[src/rtl/wb_queue.sv]
// In-order register-file write-back queue for ALU results and pending loads.
// Optional WB_QUEUE_BYPASS_EN: an ALU result accepted into an empty queue is written straight to the regfile port.
module wb_queue #(
    parameter int unsigned DEPTH  = 4,
    parameter int unsigned ADDR_W = 5,
    parameter int unsigned DATA_W = 32
) (
    input  logic                 clk,
    input  logic                 rst,
    input  logic                 alu_valid,
    input  logic [ADDR_W-1:0]    alu_waddr,
    input  logic [DATA_W-1:0]    alu_wdata,
    input  logic                 ld_issue,
    input  logic [ADDR_W-1:0]    ld_waddr,
    input  logic                 ld_done,
    input  logic [DATA_W-1:0]    ld_data,
    output logic                 alloc_ready,
    output logic                 we,
    output logic [ADDR_W-1:0]    waddr,
    output logic [DATA_W-1:0]    wdata,
    output logic [2**ADDR_W-1:0] busy_mask,
    output logic                 err
);

    localparam int unsigned PTR_W = $clog2(DEPTH);
    localparam int unsigned NREG  = 2**ADDR_W;

    logic [DEPTH-1:0]  valid_q, valid_d;
    logic [DEPTH-1:0]  has_q, has_d;
    logic [ADDR_W-1:0] addr_q [DEPTH];
    logic [ADDR_W-1:0] addr_d [DEPTH];
    logic [DATA_W-1:0] data_q [DEPTH];
    logic [DATA_W-1:0] data_d [DEPTH];
    logic [PTR_W-1:0]  head_q, head_d, tail_q, tail_d;
    logic [PTR_W:0]    count_q, count_d;
    logic              we_q, we_d;
    logic [ADDR_W-1:0] waddr_q, waddr_d;
    logic [DATA_W-1:0] wdata_q, wdata_d;
    logic              err_q, err_d;

    logic              alloc_req, alloc_ok, enq, pop, bypass;
    logic              fill_found;
    logic [PTR_W-1:0]  fill_idx, scan_idx;
    logic [NREG-1:0]   busy;

    assign alloc_ready = (count_q < (PTR_W+1)'(DEPTH));
    assign alloc_req   = alu_valid | ld_issue;
    assign alloc_ok    = alloc_req & alloc_ready;
    assign pop         = valid_q[head_q] & has_q[head_q];

`ifdef WB_QUEUE_BYPASS_EN
    assign bypass = alloc_ok & alu_valid & (count_q == '0);
`else
    assign bypass = 1'b0;
`endif
    assign enq = alloc_ok & ~bypass;

    // Oldest pending load is found by scanning from head instead of a
    // separate fill pointer, so interleaved ALU entries are skipped naturally.
    always_comb begin
        fill_found = 1'b0;
        fill_idx   = '0;
        scan_idx   = '0;
        for (int unsigned i = 0; i < DEPTH; i++) begin
            scan_idx = head_q + PTR_W'(i);
            if (!fill_found && valid_q[scan_idx] && !has_q[scan_idx]) begin
                fill_found = 1'b1;
                fill_idx   = scan_idx;
            end
        end
    end

    always_comb begin
        valid_d = valid_q;
        has_d   = has_q;
        addr_d  = addr_q;
        data_d  = data_q;
        head_d  = head_q;
        tail_d  = tail_q;
        we_d    = 1'b0;
        waddr_d = waddr_q;
        wdata_d = wdata_q;
        err_d   = err_q;

        if (pop) begin
            we_d            = |addr_q[head_q];
            waddr_d         = addr_q[head_q];
            wdata_d         = data_q[head_q];
            valid_d[head_q] = 1'b0;
            head_d          = head_q + 1'b1;
        end

        if (bypass) begin
            we_d    = |alu_waddr;
            waddr_d = alu_waddr;
            wdata_d = alu_wdata;
        end

        if (ld_done) begin
            if (fill_found) begin
                has_d[fill_idx]  = 1'b1;
                data_d[fill_idx] = ld_data;
            end else begin
                err_d = 1'b1;
            end
        end

        if (alu_valid && ld_issue) err_d = 1'b1;
        if (alloc_req && !alloc_ready) err_d = 1'b1;

        if (enq) begin
            valid_d[tail_q] = 1'b1;
            has_d[tail_q]   = alu_valid;
            addr_d[tail_q]  = alu_valid ? alu_waddr : ld_waddr;
            data_d[tail_q]  = alu_valid ? alu_wdata : '0;
            tail_d          = tail_q + 1'b1;
        end

        count_d = count_q + (PTR_W+1)'(enq) - (PTR_W+1)'(pop);
    end

    always_ff @(posedge clk) begin
        if (rst) begin
            valid_q <= '0;
            has_q   <= '0;
            head_q  <= '0;
            tail_q  <= '0;
            count_q <= '0;
            we_q    <= 1'b0;
            waddr_q <= '0;
            wdata_q <= '0;
            err_q   <= 1'b0;
        end else begin
            valid_q <= valid_d;
            has_q   <= has_d;
            addr_q  <= addr_d;
            data_q  <= data_d;
            head_q  <= head_d;
            tail_q  <= tail_d;
            count_q <= count_d;
            we_q    <= we_d;
            waddr_q <= waddr_d;
            wdata_q <= wdata_d;
            err_q   <= err_d;
        end
    end

    always_comb begin
        busy = '0;
        for (int unsigned i = 0; i < DEPTH; i++) begin
            if (valid_q[i]) busy[addr_q[i]] = 1'b1;
        end
        busy[0] = 1'b0;
    end

    assign busy_mask = busy;
    assign we        = we_q;
    assign waddr     = waddr_q;
    assign wdata     = wdata_q;
    assign err       = err_q;

endmodule

[config.mk]
export PLATFORM = sky130hd
export DESIGN_NAME = wb_queue
export DESIGN_NICKNAME = d
export VERILOG_FILES = /design/src/rtl/wb_queue.sv
export SDC_FILE = /design/constraint.sdc
export NUM_CORES = 1
export LEC_CHECK = 0
export BUFFER_PORTS_ARGS = -buffer_cell sky130_fd_sc_hd__buf_2
export CELL_PAD_IN_SITES_DETAIL_PLACEMENT = 1
export CELL_PAD_IN_SITES_GLOBAL_PLACEMENT = 1
export CORE_UTILIZATION = 40
export CTS_CLUSTER_DIAMETER = 50
export DETAILED_ROUTE_END_ITERATION = 8
export GPL_ROUTABILITY_DRIVEN = 0
export GPL_TIMING_DRIVEN = 0
export PLACE_DENSITY = 0.69
export SKIP_LAST_GASP = 1
export SLEW_MARGIN = 25
export SYNTH_ARGS = -nofsm -noshare
export SYNTH_HDL_FRONTEND = slang
export SYNTH_SLANG_ARGS = --single-unit
export TNS_END_PERCENT = 100
[constraint.sdc]
create_clock -name clk -period 10.2 [get_ports clk]
set_clock_uncertainty 0.2 [all_clocks]
set_input_delay 1.53 -clock clk [delete_from_list [all_inputs] [get_ports clk]]
set_output_delay 1.53 -clock clk [all_outputs]
set_load 0.01 [all_outputs]
==> impl_metrics.tcl, run 1 <==
set metrics [dict create \
    outcome "finished clean" \
    drt_wl_total_um 41000 \
    timing.critical_path.slowest_stage_cell "buf_2" \
    startpoint_type "flop" \
    core_region_mm2 0.0288 \
    share_of_the_synthesized_area_in_the_top_cell_type_pct 37.8 \
    grt_pass1_wl_um 62200 \
    grt_overflow_total 0 \
    placedInstanceArea_mm2 0.0130 \
    setup-tns-final_ns 0 \
    cts.path.max_buffers 3 \
    synthArstFlopShare_pct 0 \
    boundaryPins 151 \
    number_of_placement_rows 62 \
    hold_ws_ns 0.249 \
    placement.io_buffers 148 \
    drtIter0Drc 821 \
    grt_max_degree 67 \
    place_inst 1648 \
    post-route-min-period_ns 4.34 \
    highest_cell_delay_on_the_worst_timing_path_ns 0.49 \
    first_global_vias 10400 \
    internal_power_mw 2.22 \
    routed_wire_per_std_cell_um 24.0 \
    postLayoutCoreUtil_pct 48.8 \
    final_cell_count_no_fill 1706 \
    final_antenna_net_count 0 \
    power_frac_seq_pct 37.6 \
    fin_nets 1386 \
    worstSetupEndpointType "flop" \
    tightestPinTransition_ns 0.993 \
    power.ir.vdd_worst_mv 0.137 \
    layout-drive-gt1-share_pct 21.5 \
    start_util_pct 40.8 \
    mostFrequentLayoutCell "a21oi_1" \
    net-switching-power_mw 1.19 \
    setup_violations 0 \
    dp.final_hpwl_um 27900 \
    post_synth_main_area_contributors "edfxtp_1, a21oi_1, mux2i_1" \
    cts_inserted_buffers 30 \
    postSynthRegisterBits 202 \
    post_cts_setup_repair_buffer_count 0 \
    finalWorstSetupSlack_ns 5.86 \
    power.share.combinational_pct 32.2 \
    netlist_area_mm2 0.0117 \
    slew_violations 0 \
    synth_fp_nets 1205 \
    synth.avg_cell_area_um2 10.5 \
    synth-edff-count 148 \
    vias 10200 \
    track_usage_pct 26.7 \
    cts.root.buffer_cell "clkbuf_16" \
    grt_antenna_before_repair 4 \
    crit_path_cell_trace "buf_2, buf_2, inv_1, ha_1, nor2b_1, nand2_1, a311oi_1, o211ai_1, a21oi_2, buf_2, mux2i_1, a21oi_1" \
    drcViolationCount 0 \
    post-place-ws_ns 5.92 \
    p_leak_nw 4.90 \
    setup_repair_after_global_routing_missed_its_margin "no" \
    powerDensity_mw_per_mm2 243 \
    required_time_reported_for_the_critical_path_endpoint_ns 10.29 \
    cp_common_cell "buf_2" \
    synth_cells 1115 \
    worstPathArrival_ns 4.43 \
    worst_skew_pair.late_latency_ns 0.57 \
    report.power.total_mw 3.41 \
    dieWidth_um 173 \
    relative_max_transition_margin_pct 33.8 \
    power_frac_clock_pct 30.2 \
    dr_vias_cell 5.97 \
    hold_class "reg2reg" \
    synth.distinct_cells 56 \
    holdBufCountCts 0 \
    yosysTopAreaCell "edfxtp_1" \
    layout_common_cells "a21oi_1, buf_2, edfxtp_1, mux2i_1, nand2_1" \
    clk_pin_slew_ns 0.06 \
    ys.warnings.count 0 \
    drt_pass1_iterations 5 \
    synth_flop_cell "edfxtp_1" \
    r2r_setup_slack_ns 5.86 \
    flow.area_growth_from_synthesis_pct 19.4 \
    tritoncts "yes" \
    seq_area_frac_synth_pct 47.0 \
    floorplan_die_area_mm2 0.0301 \
    switching_share_pct 35.0 \
    worstSetupPathType "reg2reg" \
    finalHoldViolations 0 \
    post_cts_resize_count 0 \
    timing.max_cap.violations 0 \
    layout.cell_area.non_filler_mm2 0.0140 \
    cts.htree.levels 1 \
    maxClockFrequency_ghz 0.230 \
    fin_crit_sh_pct 42.6 \
    cts.sink_count 202 \
    critPathMaxFanout 10 \
    die_y_um 173 \
]
-- power by group through the flow --
| stage | Combinational (mW) | Sequential, mW | Clock [mW] |
|---|---|---|---|
| final | 1.10 | 1.28 | 1.03 |
| after global routing | 1.18 | 1.30 | 1.07 |
| after CTS | 1.09 | 1.28 | 1.04 |
| after detailed placement | 1.09 | 1.29 | 0 |
| after global placement | 1.05 | 1.29 | 0 |
| after floorplan | 0.739 | 1.26 | 0 |
-- metal layers --
metal / wire [um] / GRT usage [%]
met4: 1050 / 8.52
met5: 30 / 0
met3: 2390 / 3.22
met2: 19100 / 43.3
met1: 18400 / 37.2
-- cells in the mapped netlist (7+ instances only) --
cell type  number
a21oi_1       308
mux2i_1       130
nand2_1       104
dfxtp_1        54
inv_1          16
nor2_1         43
edfxtp_1      148
nand3b_1       10
ha_1           10
nand3_1         8
nor2b_1         9
a221o_1         9
and3b_1         7
buf_1           9
o221ai_1       22
buf_2          10
mux4_2         40
a22oi_1        11
clkbuf_1       73
nor3b_1        10
-- state kept, by name, summed over array words and instances, names as in the netlist --
name and cells:
count_q 3, valid_q 4, wdata 32, err 1, head_q 2, has_q 4, tail_q 2, addr_q 20
data_q 128, we 1, waddr 5
-- cell type report --
cell class              instances  area [um2]
diodes                          2        5.00
plain buffers                  99         435
well taps                     384         480
inverters                      17        71.3
clock buffers                  36         803
repair buffers                149         768
fillers                      3213       14700
clock inverters                20         205
flip-flops and latches        202        5530
multi-input cells             797        5740
-- cell families after synthesis --
kind of cell,after synthesis,share of synthesized area (%)
compound gates,387,18.8
xor+xnor,4,0.298
fa+ha+maj,11,1.24
buf+inv,116,4.23
flops,202,47.0
mux,175,19.2
other cells,1,0.0319
simple gates,219,9.14
-- critical path: cells and delay by family (launching register included) --
kind            cells  cell delay, ns
simple gates        2            0.30
buf+inv             4            1.18
mux                 1            0.30
flops               1            0.45
compound gates      4            1.22
fa+ha+maj           1            0.41
-- final timing paths --
path | start | cells after the start | endpoint
hold reg to reg | wdata[23] | 2 | wdata[23]
setup reg to reg | head_q[0] | 12 | data_q[78]
hold / removal | wdata[23] | 2 | wdata[23]
setup / recovery | head_q[0] | 12 | data_q[78]
(Power assumes the default switching activity.)
==> inputs of run 2 (changes only) <==
Settings changed: PLACE_DENSITY 0.69 to 0.72.
Clock period 10.2 ns to 3.6 ns, I/O delays scaled along.
==> impl_metrics.tcl, run 2 (synthesis gave the netlist of run 1 again) <==
set metrics [dict create \
    first_global_vias 10600 \
    timing.max_cap.violations 0 \
    cts.sink_count 202 \
    cts.path.max_buffers 3 \
    worst_hold_path.num_cells 3 \
    worst_setup_path_startpoint "head_q[0]" \
    clk_pin_slew_ns 0.06 \
    startpoint_type "flop" \
    track_usage_pct 26.9 \
    critPathMaxFanout 10 \
    holdBufCountCts 0 \
    post-place-ws_ns -0.603 \
    hold_class "in2reg" \
    hold_ws_ns 0.120 \
    fin_nets 1405 \
    die_y_um 173 \
    outcome "finished clean" \
    drt_pass1_iterations 5 \
    largest_reg_flops 128 \
    finalWorstSetupSlack_ns 0.000975 \
    registers.top_by_ff_count "data_q" \
    final_cell_count_no_fill 1723 \
    setup_violations 0 \
    worstSetupEndpointType "flop" \
    cts.htree.levels 1 \
    place_inst 1651 \
    finalHoldViolations 0 \
    worstReg2RegStart "head_q[0]" \
    worstSetupPathType "reg2reg" \
    layout-drive-gt1-share_pct 23.7 \
    tritoncts "yes" \
    layout_common_cells "a21oi_1, buf_2, edfxtp_1, mux2i_1, nand2_1" \
    grt_pass1_wl_um 63100 \
    flow.area_growth_from_synthesis_pct 23.3 \
    required_time_reported_for_the_critical_path_endpoint_ns 3.65 \
    cts_inserted_buffers 28 \
    maxClockFrequency_ghz 0.278 \
    drt_wl_total_um 42000 \
    tightestPinTransition_ns 1.01 \
    fin_crit_sh_pct 100 \
    post-route-min-period_ns 3.60 \
    routed_wire_per_std_cell_um 24.4 \
    dr_vias_cell 6.04 \
    worst_skew_pair.late_latency_ns 0.54 \
    boundaryPins 151 \
    hold-path-endpoint "err" \
    p_leak_nw 5.08 \
    report.power.total_mw 10.0 \
    r2r_setup_slack_ns 0.001 \
    number_of_placement_rows 62 \
    cts.root.buffer_cell "clkbuf_16" \
    mostFrequentLayoutCell "a21oi_1" \
    dieWidth_um 173 \
    slew_violations 0 \
    worstPathArrival_ns 3.65 \
    core_region_mm2 0.0288 \
    grt_antenna_before_repair 2 \
    power.ir.vdd_worst_mv 0.438 \
    final_antenna_net_count 0 \
    placement.io_buffers 148 \
    drcViolationCount 0 \
    start_util_pct 40.8 \
    postLayoutCoreUtil_pct 50.3 \
    drtIter0Drc 816 \
    dp.final_hpwl_um 28200 \
    filler_cell_count 3229 \
    crit-reg2reg-capture "data_q[112]" \
    vias 10400 \
    setup_repair_after_global_routing_missed_its_margin "yes" \
    powerDensity_mw_per_mm2 691 \
    worst_hold_startpoint "ld_done" \
    grt_max_degree 32 \
    r2r.worst_path.cells 12 \
    relative_max_transition_margin_pct 32.7 \
    grt_overflow_total 0 \
    floorplan_die_area_mm2 0.0301 \
]
## run 2: cell count changes in the layout (fill, tap and decap cells not counted), moves of 4 or more
cell       delta
buf_12       +11
buf_2         -9
buf_4        +21
buf_6         -4
bufinv_16     +5
clkbuf_1      -4
mux2i_1       -5
## run 2: repair_timing
item | in CTS | in global routing
pin swaps | 1 | 3
gates cloned | 0 | 2
gates resized for setup | 22 | 24
setup endpoints to repair | 143 | 128
buffers inserted | 7 | 9
## run 2: per-layer routing
metal | GRT usage, % | part of all wire [%] | up-vias
met5 | 0 | 0 | -
met4 | 8.30 | 2.4 | 0
met3 | 4.50 | 7.2 | 73
met2 | 44.7 | 48 | 460
met1 | 36.0 | 43 | 5205
li1 | - | - | 4665
## run 2: cell type report
cell class | count | area, um2 | area share [%]
sequential | 202 | 5530 | 38.2
tap | 384 | 480 | 3.32
clock inverter | 19 | 288 | 1.99
antenna | 3 | 7.51 | 0.0518
buffer | 99 | 531 | 3.66
inverter | 17 | 75.1 | 0.518
multi-input combinational | 797 | 5810 | 40.1
timing repair buffer | 170 | 1010 | 6.98
clock buffer | 32 | 757 | 5.22
## run 2: how the worst max path moves through the flow
stage | slack [ns] | endpoint | cells past startpoint
CTS | 0.009 | count_q[2] | 13
floorplan | 0.03 | data_q[0] | 4
global route | -0.08 | data_q[111] | 12
global placement | -1.65 | data_q[74] | 4
finish | 0.001 | data_q[112] | 12
detailed placement | -0.60 | data_q[76] | 12
## run 2: stage by stage
step           setup TNS [ns]  instance area, um2
6_report                    0               14500
5_1_grt                 -1.43               14500
4_1_cts                     0               14300
3_5_place_dp           -62.58               13100
3_3_place_gp          -271.31               13000
2_1_floorplan               0               11800
## run 2: critical path, cell delays in order (launching register included)
cell and delay, ns:
dfxtp_4 0.37, buf_8 0.14, buf_12 0.14, clkinvlp_4 0.12
ha_4 0.32, and4b_1 0.24, nor2_1 0.08, a311oi_1 0.33
o211ai_1 0.28, a21oi_2 0.38, buf_4 0.34, mux2i_1 0.24
a21oi_1 0.10
## run 2: report_power, final
part,switching (mW),internal (mW)
clock network,1.09,2.01
registers,0.347,3.30
logic,1.94,1.33
==> inputs of run 3 (changes only) <==
Settings changed: MAX_ROUTING_LAYER set to met4.
==> impl_metrics.tcl, run 3 (synthesis gave the netlist of run 1 again) <==
set metrics [dict create \
    outcome "finished clean" \
    mostFrequentLayoutCell "a21oi_1" \
    placement.io_buffers 148 \
    startpoint_type "flop" \
    grt_use_met1_pct 36.0 \
    timing.max_cap.violations 0 \
    layout_common_cells "a21oi_1, buf_2, edfxtp_1, mux2i_1, nand2_1" \
    worstSetupPathType "reg2reg" \
    drt_wl_total_um 41600 \
    p_leak_nw 5.07 \
    grt_pass1_wl_um 63100 \
    global_route.usage.met3_pct 4.45 \
    global_route.peak_usage_layer "met2" \
    worst_hold_startpoint "ld_done" \
    final_antenna_net_count 0 \
    layout.cell_area.non_filler_mm2 0.0144 \
    die_y_um 173 \
    vias 10400 \
    worst_skew_pair.late_latency_ns 0.54 \
    setup-tns-final_ns 0 \
    fin_nets 1405 \
    grt_max_degree 32 \
    filler_cell_count 3226 \
    layout-drive-gt1-share_pct 23.6 \
    registers.top_by_ff_count "data_q" \
    critPathMaxFanout 10 \
    floorplan_die_area_mm2 0.0301 \
    maxClockFrequency_ghz 0.279 \
    clk_pin_slew_ns 0.06 \
    required_time_reported_for_the_critical_path_endpoint_ns 3.65 \
    dr_vias_cell 6.06 \
    hold-path-endpoint "err" \
    power.ir.vdd_worst_mv 0.439 \
    number_of_placement_rows 62 \
    fin_crit_sh_pct 99.5 \
    grt_overflow_total 0 \
    worstPathArrival_ns 3.63 \
    finalHoldViolations 0 \
    powerDensity_mw_per_mm2 693 \
    drt_pass1_iterations 5 \
    highest_cell_delay_on_the_worst_timing_path_ns 0.54 \
    drtIter0Drc 810 \
    dp.final_hpwl_um 28200 \
    cp_common_cell "buf_12" \
    dieWidth_um 173 \
    tightestPinTransition_ns 1.00 \
    boundaryPins 151 \
    relative_max_transition_margin_pct 33.2 \
    worst_hold_path.num_cells 3 \
    hold_ws_ns 0.118 \
    setup_violations 0 \
    cts_inserted_buffers 28 \
    flow.area_growth_from_synthesis_pct 22.9 \
    cts.htree.levels 1 \
    cts.root.buffer_cell "clkbuf_16" \
    report.power.total_mw 10.0 \
    worstReg2RegStart "head_q[0]" \
    crit_path_cell_trace "buf_8, buf_12, clkinvlp_4, ha_4, and4bb_2, nor2_1, a32o_1, or4b_4, a21oi_4, buf_12, buf_12, mux2i_1, a21oi_1" \
    r2r.worst_path.cells 13 \
    hold_class "in2reg" \
    r2r_setup_slack_ns 0.02 \
    drcViolationCount 0 \
    multi_input_area_mm2 0.00581 \
    grt_antenna_before_repair 2 \
    tritoncts "yes" \
    first_global_vias 10600 \
    cts.path.max_buffers 3 \
    post-route-min-period_ns 3.58 \
    timing.critical_path.slowest_stage_cell "or4b_4" \
    placedInstanceArea_mm2 0.0131 \
    start_util_pct 40.8 \
    routed_wire_per_std_cell_um 24.2 \
    core_region_mm2 0.0288 \
    slew_violations 0 \
    crit-reg2reg-capture "data_q[60]" \
    track_usage_pct 27.8 \
    grt_util_met2_pct 44.7 \
    cts.sink_count 202 \
    worstSetupEndpointType "flop" \
    area.sequential_mm2 0.00553 \
    largest_reg_flops 128 \
]
[run 3: cell types whose count changed in the layout (fill, tap and decap cells not counted)]
cell       previous run  this run
buf_8                 2         3
buf_4                22        24
mux2i_2               2         1
buf_12               11        10
mux2i_1             125       126
clkbuf_16            31        29
[run 3: area by class of cell]
class	count	area share (%)
Sequential cell	202	38.3
Tap cell	384	3.33
Antenna cell	3	0.0520
Clock buffer	32	5.24
Buffer	99	3.69
Multi-Input combinational cell	797	40.2
Inverter	17	0.520
Clock inverter	19	1.99
Timing Repair Buffer	170	6.70
[run 3: critical path: cells and delay by family, from the launching register on]
kind	cells	cell delay (ns)
AO/OA/AOI/OAI	3	0.53
adder cells (fa/ha/maj)	1	0.33
buffers and inverters	5	0.73
flip-flops	1	0.37
multiplexers	1	0.26
AND/OR/NAND/NOR	3	0.87
[run 3: through the flow]
step                setup slack, ns  std cells  util, %
floorplan                    0.0312       1115        -
global placement              -1.65       1647     45.1
detailed placement           -0.603       1651     45.4
CTS                         0.00897       1709     49.5
global route                -0.0500       1722     50.2
finish                       0.0164       1723     50.2
[run 3: worst max path at each step]
stage | startpoint | endpoint | slack (ns) | cells past startpoint
after detailed placement | head_q[0] | data_q[76] | -0.60 | 12
after global placement | rst | data_q[74] | -1.65 | 4
after floorplan | rst | data_q[0] | 0.03 | 4
final | head_q[0] | data_q[60] | 0.02 | 13
after CTS | valid_q[2] | count_q[2] | 0.009 | 13
after global routing | valid_q[2] | data_q[25] | -0.05 | 10
[run 3: per-layer routing]
metal | vias up | part of all wire [%]
met5 | - | 0
met4 | 0 | 2.8
met2 | 480 | 48
li1 | 4664 | -
met3 | 85 | 6.8
met1 | 5218 | 42
[run 3: repair_timing]
item / 4_1_cts / 5_1_grt
pin swaps: 1 / 3
hold buffers: 0 / 0
resized for setup: 22 / 22
setup endpoints to repair: 143 / 128
buffers inserted: 7 / 11
[run 3: power breakdown]
part / internal [mW] / switching [mW]
logic: 1.34 / 1.93
clock network: 2.01 / 1.08
registers: 3.30 / 0.347
